File: config.mk
export PLATFORM = sky130hd
export DESIGN_NAME = wallace_mult_pipe_flat
export DESIGN_NICKNAME = d
export VERILOG_FILES = /design/src/rtl/wallace_mult_pipe_if.sv /design/src/rtl/wallace_mult_pipe.sv /design/src/flat_wrapper.sv
export SDC_FILE = /design/constraint.sdc
export NUM_CORES = 1
export LEC_CHECK = 0
export ABC_AREA = 1
export CAP_MARGIN = 30
export CELL_PAD_IN_SITES_DETAIL_PLACEMENT = 2
export CELL_PAD_IN_SITES_GLOBAL_PLACEMENT = 2
export CORE_UTILIZATION = 40
export DETAILED_ROUTE_END_ITERATION = 6
export PLACE_DENSITY = 0.83
export SLEW_MARGIN = 10
export SYNTH_ARGS = -nofsm -noshare
export SYNTH_HDL_FRONTEND = slang
export SYNTH_SLANG_ARGS = --single-unit
File: constraint.sdc
create_clock -name clk -period 24.6 [get_ports clk]
set_input_delay 7.38 -clock clk [delete_from_list [all_inputs] [get_ports clk]]
set_output_delay 7.38 -clock clk [all_outputs]
set_load 0.005 [all_outputs]
File: src/rtl/wallace_mult_pipe_if.sv
// wallace_mult_pipe_if: operand/result handshake bundle for wallace_mult_pipe (acc_clr present only with WALLACE_MAC_EN)
interface wallace_mult_pipe_if #(parameter int WIDTH = 16) ();
  logic             in_valid;
  logic             in_ready;
  logic [WIDTH-1:0] a;
  logic [WIDTH-1:0] b;
  logic             sgn;
`ifdef WALLACE_MAC_EN
  logic             acc_clr;
`endif
  logic               out_valid;
  logic               out_ready;
  logic [2*WIDTH-1:0] out_data;
  modport master (
    output in_valid, a, b, sgn,
`ifdef WALLACE_MAC_EN
    output acc_clr,
`endif
    output out_ready,
    input  in_ready, out_valid, out_data
  );
  modport slave (
    input  in_valid, a, b, sgn,
`ifdef WALLACE_MAC_EN
    input  acc_clr,
`endif
    input  out_ready,
    output in_ready, out_valid, out_data
  );
endinterface

File: src/rtl/wallace_mult_pipe.sv
// wallace_mult_pipe: pipelined Baugh-Wooley/Wallace multiplier with optional low-column truncation; WALLACE_MAC_EN adds an output accumulator
module wallace_mult_pipe #(
  parameter int WIDTH       = 16,
  parameter int PIPE_STAGES = 3,
  parameter int APPROX      = 0
) (
  input logic            clk,
  input logic            rst,
  wallace_mult_pipe_if.slave s
);
  localparam int PW = 2 * WIDTH;
  localparam int NR = WIDTH + 1;
  localparam logic [PW-1:0] KEEP = ~((PW'(1) << APPROX) - PW'(1));
  localparam logic [PW-1:0] CORR = (PW'(1) << WIDTH) | (PW'(1) << (PW - 1));
  logic             en;
  logic             rv, rsg;
  logic [WIDTH-1:0] ra, rb;
`ifdef WALLACE_MAC_EN
  logic             rclr, lclr;
`endif
  logic [WIDTH-1:0] pp;
  logic [PW-1:0]    rows [NR];
  logic [PW-1:0]    nxt  [NR];
  int               n, m;
  logic [PW-1:0]    cs_s, cs_c, ls, lc;
  logic             lv;
  assign en         = ~s.out_valid | s.out_ready;
  assign s.in_ready = en;
  // operand capture rank: one item accepted per enabled edge
  always_ff @(posedge clk)
    if (rst) rv <= 1'b0;
    else if (en) begin
      rv  <= s.in_valid;
      ra  <= s.a;
      rb  <= s.b;
      rsg <= s.sgn;
`ifdef WALLACE_MAC_EN
      rclr <= s.acc_clr;
`endif
    end
  // partial products (BW inversions + correction row, low columns dropped) reduced by 3:2 levels to two rows
  always_comb begin
    pp = '0;
    n  = NR;
    m  = 0;
    for (int j = 0; j < WIDTH; j++) begin
      for (int i = 0; i < WIDTH; i++)
        pp[i] = (ra[i] & rb[j]) ^ (rsg & ((i == WIDTH - 1) != (j == WIDTH - 1)));
      rows[j] = (PW'(pp) << j) & KEEP;
    end
    rows[WIDTH] = rsg ? CORR : '0;
    nxt = rows;
    for (int l = 0; l < NR; l++)
      if (n > 2) begin
        nxt = rows;
        m   = 0;
        for (int i = 0; i < NR; i++)
          if (i % 3 == 2 && i < n) begin
            nxt[m]     = rows[i-2] ^ rows[i-1] ^ rows[i];
            nxt[m + 1] = ((rows[i-2] & rows[i-1]) | (rows[i-2] & rows[i]) | (rows[i-1] & rows[i])) << 1;
            m          = m + 2;
          end else if (i >= n - n % 3 && i < n) begin
            nxt[m] = rows[i];
            m      = m + 1;
          end
        rows = nxt;
        n    = m;
      end
    cs_s = rows[0];
    cs_c = (n > 1) ? rows[1] : '0;
  end
  generate
    if (PIPE_STAGES == 1) begin : g_direct
      assign ls = cs_s;
      assign lc = cs_c;
      assign lv = rv;
`ifdef WALLACE_MAC_EN
      assign lclr = rclr;
`endif
    end else begin : g_pipe
      logic [PW-1:0]          ps [PIPE_STAGES-1];
      logic [PW-1:0]          pc [PIPE_STAGES-1];
      logic [PIPE_STAGES-2:0] pv;
`ifdef WALLACE_MAC_EN
      logic [PIPE_STAGES-2:0] pclr;
`endif
      // carry-save ranks between reduction and the final adder
      always_ff @(posedge clk)
        if (rst) pv <= '0;
        else if (en) begin
          ps[0] <= cs_s;
          pc[0] <= cs_c;
          pv[0] <= rv;
`ifdef WALLACE_MAC_EN
          pclr[0] <= rclr;
`endif
          for (int k = 1; k < PIPE_STAGES - 1; k++) begin
            ps[k] <= ps[k-1];
            pc[k] <= pc[k-1];
            pv[k] <= pv[k-1];
`ifdef WALLACE_MAC_EN
            pclr[k] <= pclr[k-1];
`endif
          end
        end
      assign ls = ps[PIPE_STAGES-2];
      assign lc = pc[PIPE_STAGES-2];
      assign lv = pv[PIPE_STAGES-2];
`ifdef WALLACE_MAC_EN
      assign lclr = pclr[PIPE_STAGES-2];
`endif
    end
  endgenerate
  // output rank: final carry-propagate add (into the accumulator when enabled)
  always_ff @(posedge clk)
    if (rst) begin
      s.out_valid <= 1'b0;
      s.out_data  <= '0;
    end else if (en) begin
      s.out_valid <= lv;
`ifdef WALLACE_MAC_EN
      if (lv) s.out_data <= (lclr ? '0 : s.out_data) + ls + lc;
`else
      if (lv) s.out_data <= ls + lc;
`endif
    end
endmodule

File: src/flat_wrapper.sv
// flat-port wrapper written by rule: the top's interface ports become plain ports
module wallace_mult_pipe_flat 
#(
  parameter int WIDTH       = 16,
  parameter int PIPE_STAGES = 3,
  parameter int APPROX      = 0
)
  (clk, rst, s_in_valid, s_a, s_b, s_sgn, s_out_ready, s_in_ready, s_out_valid, s_out_data);
  wallace_mult_pipe_if #(.WIDTH(WIDTH)) s_i ();
  input logic clk;
  input logic rst;
  input wire logic [$bits(s_i.in_valid)-1:0] s_in_valid;
  input wire logic [$bits(s_i.a)-1:0] s_a;
  input wire logic [$bits(s_i.b)-1:0] s_b;
  input wire logic [$bits(s_i.sgn)-1:0] s_sgn;
  input wire logic [$bits(s_i.out_ready)-1:0] s_out_ready;
  output wire logic [$bits(s_i.in_ready)-1:0] s_in_ready;
  output wire logic [$bits(s_i.out_valid)-1:0] s_out_valid;
  output wire logic [$bits(s_i.out_data)-1:0] s_out_data;
  assign s_i.in_valid = s_in_valid;
  assign s_i.a = s_a;
  assign s_i.b = s_b;
  assign s_i.sgn = s_sgn;
  assign s_i.out_ready = s_out_ready;
  assign s_in_ready = s_i.in_ready;
  assign s_out_valid = s_i.out_valid;
  assign s_out_data = s_i.out_data;
  wallace_mult_pipe #(.WIDTH(WIDTH), .PIPE_STAGES(PIPE_STAGES), .APPROX(APPROX)) u_core (.clk(clk), .rst(rst), .s(s_i));
endmodule
## Yosys cells after proc, flatten, opt, wreduce, memory -nomap -nowiden

Memory sizes are Yosys's and may differ from the RTL's.
Cells that the tools add are included.

- Add/sub/neg operators: 1
- Multiplexer cells: 4
- Bitwise logic cells: 394
- Reductions and logical operators: 2

Operators with widths:

| kind | count |
|---|---|
| $and 31x31->31 | 30 |
| $or 31x31->31 | 24 |
| $xor 32x32->32 | 17 |
| $and 1x1->1 | 256 |
| $add 32x32->32 | 1 |
| $mux 32 | 1 |
| $xor 32x21->32 | 1 |
| $xor 32x30->32 | 1 |
| $xor 32x31->32 | 1 |
| $or 31x18->31 | 1 |
| $or 31x21->31 | 1 |
| $or 31x24->31 | 1 |
| $or 31x27->31 | 1 |
| $and 28x30->30 | 1 |
| $and 29x30->30 | 1 |
| $or 29x30->30 | 1 |
| $or 30x30->30 | 1 |
| $xor 1x1->1 | 30 |
| $xor 29x30->30 | 1 |
| $and 28x29->29 | 1 |
| $xor 28x29->29 | 1 |
| $and 25x27->27 | 1 |
| $and 26x27->27 | 1 |
| $xor 26x27->27 | 1 |
| 21 further kinds | 25 |

- Register bits after elaboration: 69
- Bits in writable memories: 128
- Input bits: 37
- Output and inout port bits: 34
- Word-level logic and storage cells: 410
- Memories: 2

Memory list:

| name | depth | width | read ports | clocked after Yosys merged registers in | write ports | RTL line | text |
|---|---|---|---|---|---|---|---|
| u_core.g_pipe.pc | 2 | 32 | 2 | 0 | 2 | wallace_mult_pipe.sv:82 | `logic [PW-1:0] pc [PIPE_STAGES-1];` |
| u_core.g_pipe.ps | 2 | 32 | 2 | 0 | 2 | wallace_mult_pipe.sv:81 | `logic [PW-1:0] ps [PIPE_STAGES-1];` |

## Logic depth before layout (Yosys ltp)

- Depth after elaboration: 20
- Gate-level depth with buffers: 17
- Depth with buffers taken out: 15

## Least setup slack after synthesis

OpenSTA, ideal clock, no wires.

- Path type: input to output
- From: input s_out_ready
- To: output s_in_ready
- Arrival time: 7.659 ns
- Data required time: 17.220 ns
- Setup slack: 9.561 ns
- Stages: 2
- Path buffers: 0
- Cell sequence: nor2_2 > inv_1

- Longest elaborated chain between the ends: 1

RTL lines:

| item | RTL line | text |
|---|---|---|
| start, declared | flat_wrapper.sv:16 | `input wire logic [$bits(s_i.out_ready)-1:0] s_out_ready;` |
| $or 1x1->1 | wallace_mult_pipe.sv:27 | `assign en = ~s.out_valid \| s.out_ready;` |
| end, declared | flat_wrapper.sv:17 | `output wire logic [$bits(s_i.in_ready)-1:0] s_in_ready;` |

Every way passes these cells.

## Worst setup path after layout

Ends and elaborated chain as after synthesis.

==> impl_metrics.yaml <==
clock_network:
  post_cts_buffers: 0
  cts_resized: 0
  numCtsBuffers: 17
  cts_tree: "built"
  clock_path_buffers: 2
  cts.clk_slew.worst_paths_ns: 0.08
  root_buffer: "clkbuf_16"
  ctsHtreeMaxLevel: 4
  hold_buffers: 0
  cts_sinks: 183
  insertion_delay_ns: 0.47
detailed_routing:
  via_per_inst: 4.877
  vias: 10760
  first_iter_violations: 440
  finalWirelength_mm: 46.50
  ant_nets: 0
  wl_per_cell_um: 21.08
  dr.pass1.iters: 5
  route.detailed.drc: 0
floorplanning:
  coreArea_mm2: 0.03758
  fp-row-count: 71
  initial_core_util_pct: 40.49
  die-area_mm2: 0.03882
  io_pins: 71
  die_h_um: 197.0
  fp.dieW_um: 197.0
sta:
  maxSlewViolCount: 0
  fin_hold_ws_ns: 0.4282
  relSlewSlack_pct: 37.24
  period_share_pct: 65.72
  final_hold_viol_count: 0
  fin_tns_setup_ns: 0
  max_freq_mhz: 61.85
  worst_slew_pin_slew_ns: 0.9413
  fin_crit_ns: 16.17
  setup_violations: 0
  setup_slack_ns: 8.432
  rsz0062_at_grt: "false"
  fin_skew_ns: 0.01025
power:
  ir_worst_vdd_v: 0.00007008
  finalPower_mw: 1.723
  power.leakage_nw: 8.611
  power.density_mw_per_mm2: 101.6
setup_path:
  worstReg2RegStart: "u_core.rb[14]"
  critical_path_class: "primary input to output port"
  cp-start-kind: "primary input"
  worst_path_max_delay_cell: "clkdlybuf4s50_1"
  crit_arrival_ns: 8.79
  r2r_setup_slack_ns: 19.90
  startpoint: "s_out_ready"
  cp_cell_sequence: "clkdlybuf4s50_1 > nor2_2 > inv_1 > clkdlybuf4s50_1"
  crit_fanout: 7
  crit_path_frequent_cell: "clkdlybuf4s50_1"
  cpPeakStageDelay_ns: 0.47
  r2r_end: "u_core.g_pipe.ps[0][16]"
  cp-end-kind: "output port"
  required_ns: 17.22
  ff2ff_path_depth: 10
min_path:
  hp-start: "u_core.g_pipe.pc[0][28]"
  hold_path_end: "u_core.g_pipe.pc[0][60]"
  hold_class: "flip-flop to flip-flop"
  whs_path_depth: 0
grt:
  grt_max_degree: 81
  grt_pass1_wl_mm: 73.28
  grt_pass1_vias: 12780
  grt_use_total_pct: 25.61
  grt-ovfl-total: 0
  antenna_found_initial: 0
synthesis:
  synth_edf_count: 147
  synth-simple-area-share_pct: 15.11
  synth_common_cells: "inv_1, nand2_1, fa_1"
  synth_nets: 1993
  synth_seq_cells: 183
  async_flop_share_pct: 0
  synthFlopType: "edfxtp_1"
  synth_top_cell_by_area: "edfxtp_1"
  ys_seq_area_share_pct: 33.75
  synth_top_family_by_area: "adder cells"
  yosys_warnings: 0
  synth_most_common_cell: "inv_1"
  yosysUniqueCellTypes: 26
  synth_compound_area_share_pct: 1.628
  synthAdderAreaFrac_pct: 33.96
  yosys.area.top_type_share_pct: 29.01
  syn_avg_cell_area_um2: 9.150
  netlist_area_mm2: 0.01522
  synth.area.top_cells: "edfxtp_1, fa_1, inv_1"
  postSynthCellCount: 1663
  synth_xor_area_share_pct: 2.475
  yosys-mux-area-fraction_pct: 0
final_layout:
  area_delta_synth_final_pct: 11.48
  layout-drive-gt1-share_pct: 3.776
  nets: 2012
  fillerInstances: 4039
  design_area_mm2: 0.01696
  antenna_cells: 0
placement:
  portBuffers: 70
  gp_congestion: 0.8221
  dpl.hpwl_mm: 35.61
  post-place-ws_ns: 8.458
  place_area_mm2: 0.01630
status:
  status: "finished clean"
run:
  drv_cap: 0
==> report_power, final <==
part / switching (mW) / internal, mW / total, mW
Clock: 0.150 / 0.141 / 0.291
Sequential: 0.0483 / 0.474 / 0.522
Combinational: 0.553 / 0.357 / 0.910
Total: 0.751 / 0.972 / 1.72
==> critical path, delay by kind of cell <==
family	cells	cell delay [ns]
buffers and inverters	3	1.04
AND/OR/NAND/NOR	1	0.36
==> metal layers <==
layer	wire, um	global-route usage [%]	up-vias	share of wire [%]
li1	-	-	4876	-
met1	18750	29.60	5625	40
met2	25660	48.63	181	55
met3	1015	3.261	76	2.2
met4	1073	8.240	0	2.3
met5	0	0	-	0
==> metrics by stage <==
step	instances	utilization [%]
detailed placement	2172	43.39
global placement	2172	43.39
CTS	2204	45.03
finish	2206	45.14
global route	2206	45.14
floorplan	1663	-
==> how the worst max path moves through the flow <==
| stage | end | slack (ns) | depth (start not counted) |
|---|---|---|---|
| 3_5_place_dp | s_in_ready | 8.46 | 4 |
| 3_3_place_gp | s_in_ready | 8.45 | 4 |
| 5_1_grt | s_in_ready | 8.38 | 4 |
| 4_1_cts | s_in_ready | 8.46 | 4 |
| 2_1_floorplan | s_in_ready | 9.56 | 2 |
| 6_report | s_in_ready | 8.43 | 4 |
==> cell families (layout without fill, tap and decap cells) <==
kind of cell / Yosys count / in the layout
AOI/OAI and AO/OA: 47 / 47
xor gates and xnor gates: 43 / 43
adders and majority gates: 293 / 293
buffers and inverters: 526 / 558
DFF: 183 / 183
and+or+nand+nor: 571 / 571
==> sequential cells by signal, indices dropped and copies added (netlist names) <==
signal,cells
u_core.g_pipe.ps,64
u_core.rsg,1
u_core.s.out_valid,1
u_core.s.out_data,32
u_core.ra,16
u_core.rb,16
u_core.g_pipe.pc,50
u_core.g_pipe.pv,2
u_core.rv,1
==> cell usage in the layout, fill, tap and decap left out <==
cell type and n:
inv_2 1, a21oi_1 19, or2_1 1, o21bai_1 1, nand2_1 418, xor2_1 40, nand3_2 4, ha_1 93
nand3b_1 1, edfxtp_1 147, nor2_4 5, clkdlybuf4s50_1 70, buf_8 1, nor2_1 85, clkbuf_16 17, inv_8 3
inv_4 2, nand3_1 33, nand4_1 7, inv_6 2, inv_1 448, nor4_1 2, clkinv_8 6, nor2_2 6
clkbuf_8 1, nand2_2 9, dfxtp_1 36, buf_4 5, xnor2_1 3, a21o_1 4, fa_1 200, buf_16 1
o21ai_0 23, inv_12 1
==> layout make-up <==
type | instances | area, um2 | share of cell area [%]
Tap cell | 511 | 639.4 | 3.769
Timing Repair Buffer | 77 | 780.7 | 4.603
Clock buffer | 18 | 439.2 | 2.589
Inverter | 449 | 1685 | 9.936
Sequential cell | 183 | 5135 | 30.27
Multi-Input combinational cell | 954 | 8105 | 47.78
Clock inverter | 14 | 177.7 | 1.047
No activity file was read; power rests on OpenSTA's default activity.
